File: config.mk
export PLATFORM = sky130hd
export DESIGN_NAME = alu_simd_result_unpacker_flat
export DESIGN_NICKNAME = d
export VERILOG_FILES = /design/src/rtl/alu_simd_result_unpacker_if.sv /design/src/rtl/alu_simd_result_unpacker.sv /design/src/flat_wrapper.sv
export SDC_FILE = /design/constraint.sdc
export NUM_CORES = 1
export LEC_CHECK = 0
export CELL_PAD_IN_SITES_DETAIL_PLACEMENT = 0
export CELL_PAD_IN_SITES_GLOBAL_PLACEMENT = 1
export CORE_MARGIN = 5
export CORE_UTILIZATION = 41
export DETAILED_ROUTE_END_ITERATION = 8
export GPL_TIMING_DRIVEN = 0
export PLACE_DENSITY = 0.89
export SLEW_MARGIN = 20
export SYNTH_ARGS = -nofsm -noshare
export SYNTH_HDL_FRONTEND = slang
export SYNTH_SLANG_ARGS = --single-unit
export TNS_END_PERCENT = 5
File: constraint.sdc
create_clock -name clk -period 5.8 [get_ports clk]
set_input_delay 1.16 -clock clk [delete_from_list [all_inputs] [get_ports clk]]
set_output_delay 1.16 -clock clk [all_outputs]
set_load 0.01 [all_outputs]
File: src/rtl/alu_simd_result_unpacker_if.sv
// Bundle for the packed SIMD result unpacker.
// Upstream side:   in_valid/in_ready handshake carrying USE_SIMD, S and
//                  result_SIMD_carry_out (one packed 54-bit ALU word).
// Downstream side: out_valid/out_ready handshake carrying one lane per beat
//                  (out_lane, out_last, out_width, out_data, out_carry,
//                  out_overflow).
// master: the environment (producer of packed words, consumer of lanes).
// slave:  the unpacker itself.
interface alu_simd_result_unpacker_if;
  logic        in_valid;
  logic        in_ready;
  logic [1:0]  USE_SIMD;
  logic [53:0] S;
  logic [23:0] result_SIMD_carry_out;

  logic        out_valid;
  logic        out_ready;
  logic [3:0]  out_lane;
  logic        out_last;
  logic [5:0]  out_width;
  logic [53:0] out_data;
  logic [1:0]  out_carry;
  logic        out_overflow;

  modport master (
    output in_valid, USE_SIMD, S, result_SIMD_carry_out, out_ready,
    input  in_ready, out_valid, out_lane, out_last, out_width, out_data,
           out_carry, out_overflow
  );

  modport slave (
    input  in_valid, USE_SIMD, S, result_SIMD_carry_out, out_ready,
    output in_ready, out_valid, out_lane, out_last, out_width, out_data,
           out_carry, out_overflow
  );
endinterface

File: src/rtl/alu_simd_result_unpacker.sv
// Sequential unpacker for the packed 54-bit SIMD ALU result word.
// Captures one packed word (S, per-segment carries, mode) per input
// handshake and emits its lanes one per output beat, least significant lane
// first, right-aligned and zero/sign-extended to 54 bits, with the carry
// pair of the lane's most significant segment.
// Ports:
//   clk      - clock, all state updates on rising edge
//   reset_n  - synchronous active-low reset
//   bus      - slave modport: input word handshake and lane beat handshake
// Parameter:
//   SIGN_EXTEND - 1: replicate lane MSB into upper bits; 0: zero-extend.
module alu_simd_result_unpacker #(
  parameter bit SIGN_EXTEND = 1'b0
) (
  input  logic                         clk,
  input  logic                         reset_n,
  alu_simd_result_unpacker_if.slave    bus
);

  typedef enum logic {
    IDLE,
    EMIT
  } state_t;

  state_t      state_q, state_d;
  logic [53:0] s_q, s_d;
  logic [23:0] c_q, c_d;
  logic [1:0]  mode_q, mode_d;
  logic [3:0]  lane_q, lane_d;

  // Lane geometry for the registered mode and current lane index.
  logic [5:0]  lane_lo;
  logic [5:0]  lane_w;
  logic [3:0]  lane_seg;
  logic [3:0]  last_idx;

  always_comb begin
    lane_lo  = '0;
    lane_w   = 6'd54;
    lane_seg = 4'd11;
    last_idx = '0;
    unique case (mode_q)
      2'b00: begin
        lane_lo  = '0;
        lane_w   = 6'd54;
        lane_seg = 4'd11;
        last_idx = 4'd0;
      end
      2'b01: begin
        last_idx = 4'd2;
        lane_w   = 6'd18;
        lane_seg = {lane_q[1:0], 2'b11};
        case (lane_q)
          4'd0:    lane_lo = 6'd0;
          4'd1:    lane_lo = 6'd18;
          default: lane_lo = 6'd36;
        endcase
      end
      2'b10: begin
        last_idx = 4'd5;
        lane_w   = lane_q[0] ? 6'd10 : 6'd8;
        lane_seg = {lane_q[2:0], 1'b1};
        case (lane_q)
          4'd0:    lane_lo = 6'd0;
          4'd1:    lane_lo = 6'd8;
          4'd2:    lane_lo = 6'd18;
          4'd3:    lane_lo = 6'd26;
          4'd4:    lane_lo = 6'd36;
          default: lane_lo = 6'd44;
        endcase
      end
      default: begin
        last_idx = 4'd11;
        lane_w   = (lane_q[1:0] == 2'd2) ? 6'd6 : 6'd4;
        lane_seg = lane_q;
        case (lane_q)
          4'd0:    lane_lo = 6'd0;
          4'd1:    lane_lo = 6'd4;
          4'd2:    lane_lo = 6'd8;
          4'd3:    lane_lo = 6'd14;
          4'd4:    lane_lo = 6'd18;
          4'd5:    lane_lo = 6'd22;
          4'd6:    lane_lo = 6'd26;
          4'd7:    lane_lo = 6'd32;
          4'd8:    lane_lo = 6'd36;
          4'd9:    lane_lo = 6'd40;
          4'd10:   lane_lo = 6'd44;
          default: lane_lo = 6'd50;
        endcase
      end
    endcase
  end

  // Lane extraction: shift the lane down, then fill everything above the
  // lane width with either zero or the lane's own MSB.
  logic [53:0] shifted;
  logic [5:0]  msb_idx;
  logic        ext_bit;
  logic [53:0] lane_data;
  logic [1:0]  lane_carry;
  logic        is_last;

  always_comb begin
    shifted   = s_q >> lane_lo;
    msb_idx   = lane_w - 6'd1;
    ext_bit   = SIGN_EXTEND & shifted[msb_idx];
    lane_data = '0;
    for (int unsigned b = 0; b < 54; b++) begin
      if (b < 32'(lane_w)) lane_data[b] = shifted[b];
      else                 lane_data[b] = ext_bit;
    end
    lane_carry = 2'(c_q >> {lane_seg, 1'b0});
    is_last    = (lane_q == last_idx);
  end

  // Outputs are only meaningful while emitting; forced to zero otherwise.
  logic        out_valid_c;
  logic [3:0]  out_lane_c;
  logic        out_last_c;
  logic [5:0]  out_width_c;
  logic [53:0] out_data_c;
  logic [1:0]  out_carry_c;
  logic        in_ready_c;

  always_comb begin
    out_valid_c = 1'b0;
    out_lane_c  = '0;
    out_last_c  = 1'b0;
    out_width_c = '0;
    out_data_c  = '0;
    out_carry_c = '0;
    if (state_q == EMIT) begin
      out_valid_c = 1'b1;
      out_lane_c  = lane_q;
      out_last_c  = is_last;
      out_width_c = lane_w;
      out_data_c  = lane_data;
      out_carry_c = lane_carry;
    end
    // Accepting during the final beat's handshake removes the bubble between
    // words; held low while reset is asserted.
    in_ready_c = reset_n &
                 ((state_q == IDLE) ||
                  ((state_q == EMIT) && is_last && bus.out_ready));
  end

  assign bus.out_valid    = out_valid_c;
  assign bus.out_lane     = out_lane_c;
  assign bus.out_last     = out_last_c;
  assign bus.out_width    = out_width_c;
  assign bus.out_data     = out_data_c;
  assign bus.out_carry    = out_carry_c;
  assign bus.out_overflow = |out_carry_c;
  assign bus.in_ready     = in_ready_c;

  // Next-state logic.
  always_comb begin
    state_d = state_q;
    s_d     = s_q;
    c_d     = c_q;
    mode_d  = mode_q;
    lane_d  = lane_q;
    unique case (state_q)
      IDLE: begin
        if (bus.in_valid) begin
          s_d     = bus.S;
          c_d     = bus.result_SIMD_carry_out;
          mode_d  = bus.USE_SIMD;
          lane_d  = '0;
          state_d = EMIT;
        end
      end
      default: begin
        if (bus.out_ready) begin
          if (!is_last) begin
            lane_d = lane_q + 4'd1;
          end else if (bus.in_valid) begin
            s_d    = bus.S;
            c_d    = bus.result_SIMD_carry_out;
            mode_d = bus.USE_SIMD;
            lane_d = '0;
          end else begin
            lane_d  = '0;
            state_d = IDLE;
          end
        end
      end
    endcase
  end

  always_ff @(posedge clk) begin
    if (!reset_n) begin
      state_q <= IDLE;
      s_q     <= '0;
      c_q     <= '0;
      mode_q  <= '0;
      lane_q  <= '0;
    end else begin
      state_q <= state_d;
      s_q     <= s_d;
      c_q     <= c_d;
      mode_q  <= mode_d;
      lane_q  <= lane_d;
    end
  end

endmodule

File: src/flat_wrapper.sv
// flat-port wrapper written by rule: the top's interface ports become plain ports
module alu_simd_result_unpacker_flat 
#(
  parameter bit SIGN_EXTEND = 1'b0
)
  (clk, reset_n, bus_in_valid, bus_USE_SIMD, bus_S, bus_result_SIMD_carry_out, bus_out_ready, bus_in_ready, bus_out_valid, bus_out_lane, bus_out_last, bus_out_width, bus_out_data, bus_out_carry, bus_out_overflow);
  alu_simd_result_unpacker_if bus_i ();
  input  logic clk;
  input  logic reset_n;
  input wire logic [$bits(bus_i.in_valid)-1:0] bus_in_valid;
  input wire logic [$bits(bus_i.USE_SIMD)-1:0] bus_USE_SIMD;
  input wire logic [$bits(bus_i.S)-1:0] bus_S;
  input wire logic [$bits(bus_i.result_SIMD_carry_out)-1:0] bus_result_SIMD_carry_out;
  input wire logic [$bits(bus_i.out_ready)-1:0] bus_out_ready;
  output wire logic [$bits(bus_i.in_ready)-1:0] bus_in_ready;
  output wire logic [$bits(bus_i.out_valid)-1:0] bus_out_valid;
  output wire logic [$bits(bus_i.out_lane)-1:0] bus_out_lane;
  output wire logic [$bits(bus_i.out_last)-1:0] bus_out_last;
  output wire logic [$bits(bus_i.out_width)-1:0] bus_out_width;
  output wire logic [$bits(bus_i.out_data)-1:0] bus_out_data;
  output wire logic [$bits(bus_i.out_carry)-1:0] bus_out_carry;
  output wire logic [$bits(bus_i.out_overflow)-1:0] bus_out_overflow;
  assign bus_i.in_valid = bus_in_valid;
  assign bus_i.USE_SIMD = bus_USE_SIMD;
  assign bus_i.S = bus_S;
  assign bus_i.result_SIMD_carry_out = bus_result_SIMD_carry_out;
  assign bus_i.out_ready = bus_out_ready;
  assign bus_in_ready = bus_i.in_ready;
  assign bus_out_valid = bus_i.out_valid;
  assign bus_out_lane = bus_i.out_lane;
  assign bus_out_last = bus_i.out_last;
  assign bus_out_width = bus_i.out_width;
  assign bus_out_data = bus_i.out_data;
  assign bus_out_carry = bus_i.out_carry;
  assign bus_out_overflow = bus_i.out_overflow;
  alu_simd_result_unpacker #(.SIGN_EXTEND(SIGN_EXTEND)) u_core (.clk(clk), .reset_n(reset_n), .bus(bus_i));
endmodule
Word-level counts from Yosys, hierarchy flattened
Memory sizes are Yosys's and may differ from the RTL's. A register that Yosys moved wholly into a read port is not among the register bits. Cells that the tools add are included. Widths: inputs -> output; s select.

Memories: 1. Word-level logic and storage cells: 174. Register bits after elaboration: 85. Bits in read-only memories: 80. Output and inout bits: 70. Input bits: 84.

Add/sub/neg operators: 1. Bitwise operators: 2. Shift operators: 2. Eq/ne operators: 10. Order comparisons: 54. Muxes and demuxes: 90. Reductions and logical operators: 9.

Memories: (no name shown) (words 16, width 5, read ports 1, clocked after memory_dff 1, write ports 0, line alu_simd_result_unpacker.sv:76) `case (lane_q)`.

Operators by type and width (count): $mux 54 (5); $lt 6x6->1 const A (22); $lt 5x6->1 const A (16); $mux 24 (4); $mux 1 (60); $shr 54x6->54 (1); $lt 4x6->1 const A (8); $pmux 6 s3 (2); $pmux 6 s5 (1); $mux 4 (7); $lt 3x6->1 const A (4); $pmux 4 s3 (2); $shr 24x5->2 (1); $mux 2 (7); $lt 1x6->1 const A (2); $lt 2x6->1 const A (2); $pmux 6 s2 (1); $eq 4x2->1 const B (2); $mux 6 (1); $add 4x1->4 const B (1); $eq 2x2->1 const B (2); $eq 4x1->1 const B (1); $eq 4x3->1 const B (1); $eq 4x4->1 (1); other kinds (11) (14).

Depth between registers and ports, before layout
Word-level depth: 8. Gate-level depth with buffers: 16. Gate-level depth less buffers: 14.

Worst setup path before layout
No wires, ideal clock.

Path type: reg2out. From: register u_core.lane_q[0]. To: output bus_out_data[19]. Stages on the path, launching flop included: 11. Arrival: 2.750 ns. Path buffers: 1. Slack: 1.890 ns. Required time: 4.640 ns. Cells stage by stage: dfxtp_1 buf_2 inv_1 ha_1 or2_1 a211oi_4 a22o_2 mux2_2 or2_1 and3_1 a311oi_1.

Longest elaborated chain between the ends: 6. Elaborated cells on any way between the ends: 16. Those cells by class: order compare: 1; eq/ne: 5; shift: 1; mux: 8; reduce/logical: 1.

Ends and longest elaborated chain: start, declared (line alu_simd_result_unpacker.sv:29) `logic [3:0] lane_q, lane_d;`; start signal, assigned (line alu_simd_result_unpacker.sv:203) `lane_q <= lane_d;`; $eq 4x3->1 (tied with other cells) (line alu_simd_result_unpacker.sv:63) `case (lane_q)`; $pmux 6 s5 (tied with other cells) (line alu_simd_result_unpacker.sv:63); $pmux 6 s3 (line alu_simd_result_unpacker.sv:42) `unique case (mode_q)`; $shr 54x6->54 / $lt 5x6->1 (equally long branches) (line alu_simd_result_unpacker.sv:104, alu_simd_result_unpacker.sv:109); $mux 1 * (line alu_simd_result_unpacker.sv:109) `if (b < 32'(lane_w)) lane_data[b] = shifted[b];`; $mux 54 * (line alu_simd_result_unpacker.sv:132) `if (state_q == EMIT) begin`; end, declared (line flat_wrapper.sv:20) `output wire logic [$bits(bus_i.out_data)-1:0] bus_out_data;`.

Mark *: on every way between the ends. The rest lies on a longest branch, timed or not.

Worst setup path in the final report
From: register u_core.mode_q[1]. To: output bus_out_data[20].

Longest elaborated chain between the ends: 5. Elaborated cells on any way between the ends: 9. Those cells by class: order compare: 1; eq/ne: 2; shift: 1; mux: 4; reduce/logical: 1.

Ends and longest elaborated chain: start, declared (line alu_simd_result_unpacker.sv:28) `logic [1:0] mode_q, mode_d;`; start signal, assigned (line alu_simd_result_unpacker.sv:202) `mode_q <= mode_d;`; $eq 2x2->1 (tied with other cells) (line alu_simd_result_unpacker.sv:42); $pmux 6 s3 (line alu_simd_result_unpacker.sv:42); $shr 54x6->54 / $lt 5x6->1 (equally long branches) (line alu_simd_result_unpacker.sv:104, alu_simd_result_unpacker.sv:109); $mux 1 * (line alu_simd_result_unpacker.sv:109); $mux 54 * (line alu_simd_result_unpacker.sv:132).

Marks and branches as above.

==> metrics.txt <==
status complete, no violations; switching part of the total around 32%; CP startpoint kind flop; DRC 0; drt first pass iters 5; Pwr Density 189.5 mW/mm²; Worst-Margin Slew 0.8581 ns; Area growth syn-to-layout 29.44%; DP HPWL 20.21 mm; Max FO, Critical Path 10; top cell type's share of synthesized area roughly a quarter; synth warn 0; GRT Total Usage 24.32%; root buf cell clkbuf_16; CTS tree yes; max-cap viol count 0; CP max-delay cell clkdlybuf4s50_1; Worst R2R Path Depth 14; RR Startpoint u_core.mode_q[1]; antenna violations before repair 0; layout cell share with drive strength beyond 1 9.726%; Ant. Diodes 0; Max Transition Viols Final 0; fin cells between 1000 and 1500; Hold Startpoint u_core.c_q[10]; Setup crit end kind output pin; final period utilization 96.63%; total grt overflow 0; via/cell ratio 5.614; Synth Instances 892; biggest area consumer among synthesized cells dfxtp_1; Crit path max-delay family buffers and inverters; pre-CTS setup slack approximately 0.62 ns; worst path cell trace inv_1, ha_1, buf_2, inv_1, o211ai_2, a21boi_2, buf_4, nand2_1, nor3_2, nand2_1, a221oi_1, clkdlybuf4s50_1; synth cell count leaders nand2_1, mux2i_1, dfxtp_1, a21boi_0, nor2_1; synth unique cells 57; fraction of registers with async set/reset 0%; Post-synth EDFFs 0; RSZ-0062 raised after global routing false; worst endpoint data arrival time between 4 and 5 ns; # H-tree levels 3; Max clock buf depth 2; Starting Density 41.27%; Setup-failing EPs final 0; combinational power share between 20 and 30%; Clock Latency Late Sink 0.35 ns; worst reg2reg setup slack between 2 and 2.5 ns; clk slew on worst S/H paths 0.07 ns; IO Port Bufs 152; io pins 154; vias in the first global route 6978; cell count of the worst hold path 2; GPL Wtd Cong 0.9771; Avg Inst Size Synth 7.920 µm²; clock buffers created by TritonCTS 9; Post-Syn Nets 993; DR WL/cell around 19 µm; fmax between 0.15 and 0.2 GHz; die height 141.3 µm; via count 7209; Inst Count DP 1269; leakage between 3 and 4 nW; synthesized flop and latch total 90; final setup TNS 0 ns; class of the worst hold path reg -> reg; NumNets Final 1156; CTS Hold Buffers Added 0; row cnt 48; Synth Flop Type dfxtp_1; core box area 0.01712 mm²; PnR Total Power 1.733 mW; synthesized area 0.007064 mm²; minimum clock period 5.605 ns; endpoint of the worst hold path u_core.c_q[10]; final WL 25.01 mm; Slew headroom 42.19%; first-pass GRT wire length 38.34 mm; initial DRC count 595; final hold violations 0; top-count cell post-synth nand2_1; top cells by area, synth dfxtp_1, mux2i_1, nand2_1, a21boi_0, mux4_2; die area ~0.02 mm²; CP Class reg -> out; internal power 1.171 mW; largest net degree at the start of global routing 17; skew final between 0.007 and 0.008 ns; Req. time, crit path around 4.6 ns; die width 141.3 µm; Sinks on Clock Net 90; post-synthesis sequential area ratio roughly a quarter; Post-DRT Antenna Nets 0; maximum VDD drop 0.0001259 V; Final Util 53.42%; buffers and inverters on the worst path 5; Crit path largest cell delay between 0.6 and 0.7 ns; Clock Power Share between 30% and 40%; Setup WS post-layout ~0.2 ns; part of the power in registers roughly two fifths; net switching power 0.5614 mW
==> layout by cell type, fill, tap and decap left out, types with 14 or more instances in the layout <==
master / synthesis / routed
a21boi_0: 82 / 82
inv_1: 14 / 14
buf_2: 32 / 32
clkdlybuf4s50_1: 0 / 152
a21oi_1: 38 / 38
dfxtp_1: 90 / 90
ha_1: 17 / 17
mux2i_1: 96 / 96
nand2_1: 217 / 217
a22oi_1: 27 / 27
clkbuf_1: 18 / 17
nor3_1: 19 / 19
o21ai_0: 17 / 17
nor2_1: 45 / 45
mux2_2: 17 / 17
==> worst register-to-register path, stage by stage, from the launching register on <==
cell and delay [ns]:
dfxtp_1 0.58, ha_1 0.43, buf_4 0.26, nor2_1 0.10
a21oi_1 0.16, nor3_1 0.10, a21boi_0 0.45, o21ai_0 0.25
buf_2 0.23, nor2b_1 0.26, inv_1 0.11, ha_1 0.29
nand3_1 0.07, a21oi_1 0.07, a31o_2 0.21
==> layer usage <==
| metal | vias up | GRT usage (%) | routed length (µm) |
|---|---|---|---|
| met3 | 35 | 5.123 | 2047 |
| met5 | - | 0 | 0 |
| li1 | 3490 | - | - |
| met2 | 299 | 38.95 | 10940 |
| met1 | 3385 | 33.60 | 11520 |
| met4 | 0 | 5.915 | 508 |
==> metrics by stage <==
| stage | cell area [µm²] | hold slack [ns] |
|---|---|---|
| 3_5_place_dp | 8867 | 0.4565 |
| 6_report | 9144 | 0.4624 |
| 5_1_grt | 9144 | 0.4783 |
| 2_1_floorplan | 7064 | 0.4402 |
| 3_3_place_gp | 8867 | 0.4484 |
| 4_1_cts | 9143 | 0.4665 |
==> what timing repair did <==
action | 4_1_cts | 5_1_grt
endpoints found under the setup margin | 0 | 2
gates resized for setup | 0 | 2
buffers inserted | 0 | 0
==> cell families after synthesis <==
| logic type | share of synthesized area [%] |
|---|---|
| muxes | 20.14 |
| DFF | 25.50 |
| other | 0.05308 |
| adders and majority gates | 3.011 |
| and+or+nand+nor | 20.28 |
| xor gates and xnor gates | 0.7439 |
| AOI/OAI and AO/OA | 24.12 |
| buffers and inverters | 6.146 |
==> power by group through the flow <==
stage	clock network, mW	logic [mW]	registers, mW
2_1_floorplan	0	0.289	0.692
3_3_place_gp	0	0.488	0.704
3_5_place_dp	0	0.487	0.706
4_1_cts	0.556	0.491	0.692
5_1_grt	0.579	0.537	0.697
6_report	0.544	0.497	0.692
==> how the worst max path moves through the flow <==
stage | from | endpoint | cells past startpoint
final | u_core.mode_q[1] | bus_out_data[20] | 12
after global routing | u_core.mode_q[1] | bus_out_data[20] | 11
after CTS | u_core.lane_q[0] | bus_out_data[20] | 11
after detailed placement | u_core.lane_q[0] | bus_out_data[20] | 11
after global placement | u_core.lane_q[0] | bus_out_data[20] | 11
after floorplan | u_core.lane_q[0] | bus_out_data[19] | 10
==> flip-flops by register name (all words and copies together), names as in the netlist, named ones only <==
register,count
u_core.c_q,24
u_core.lane_q,4
u_core.state_q,1
u_core.s_q,54
u_core.mode_q,2
==> final cells by class <==
cell class,instances,area [µm²]
plain buffers,67,382.9
clock buffers,9,225.2
clock inverters,6,50.05
fillers,1680,7973
inverters,14,52.55
multi-input cells,721,4828
flip-flops and latches,90,1802
well taps,225,281.5
repair buffers,152,1521
Note: power is estimated with default switching activity, not from simulation.
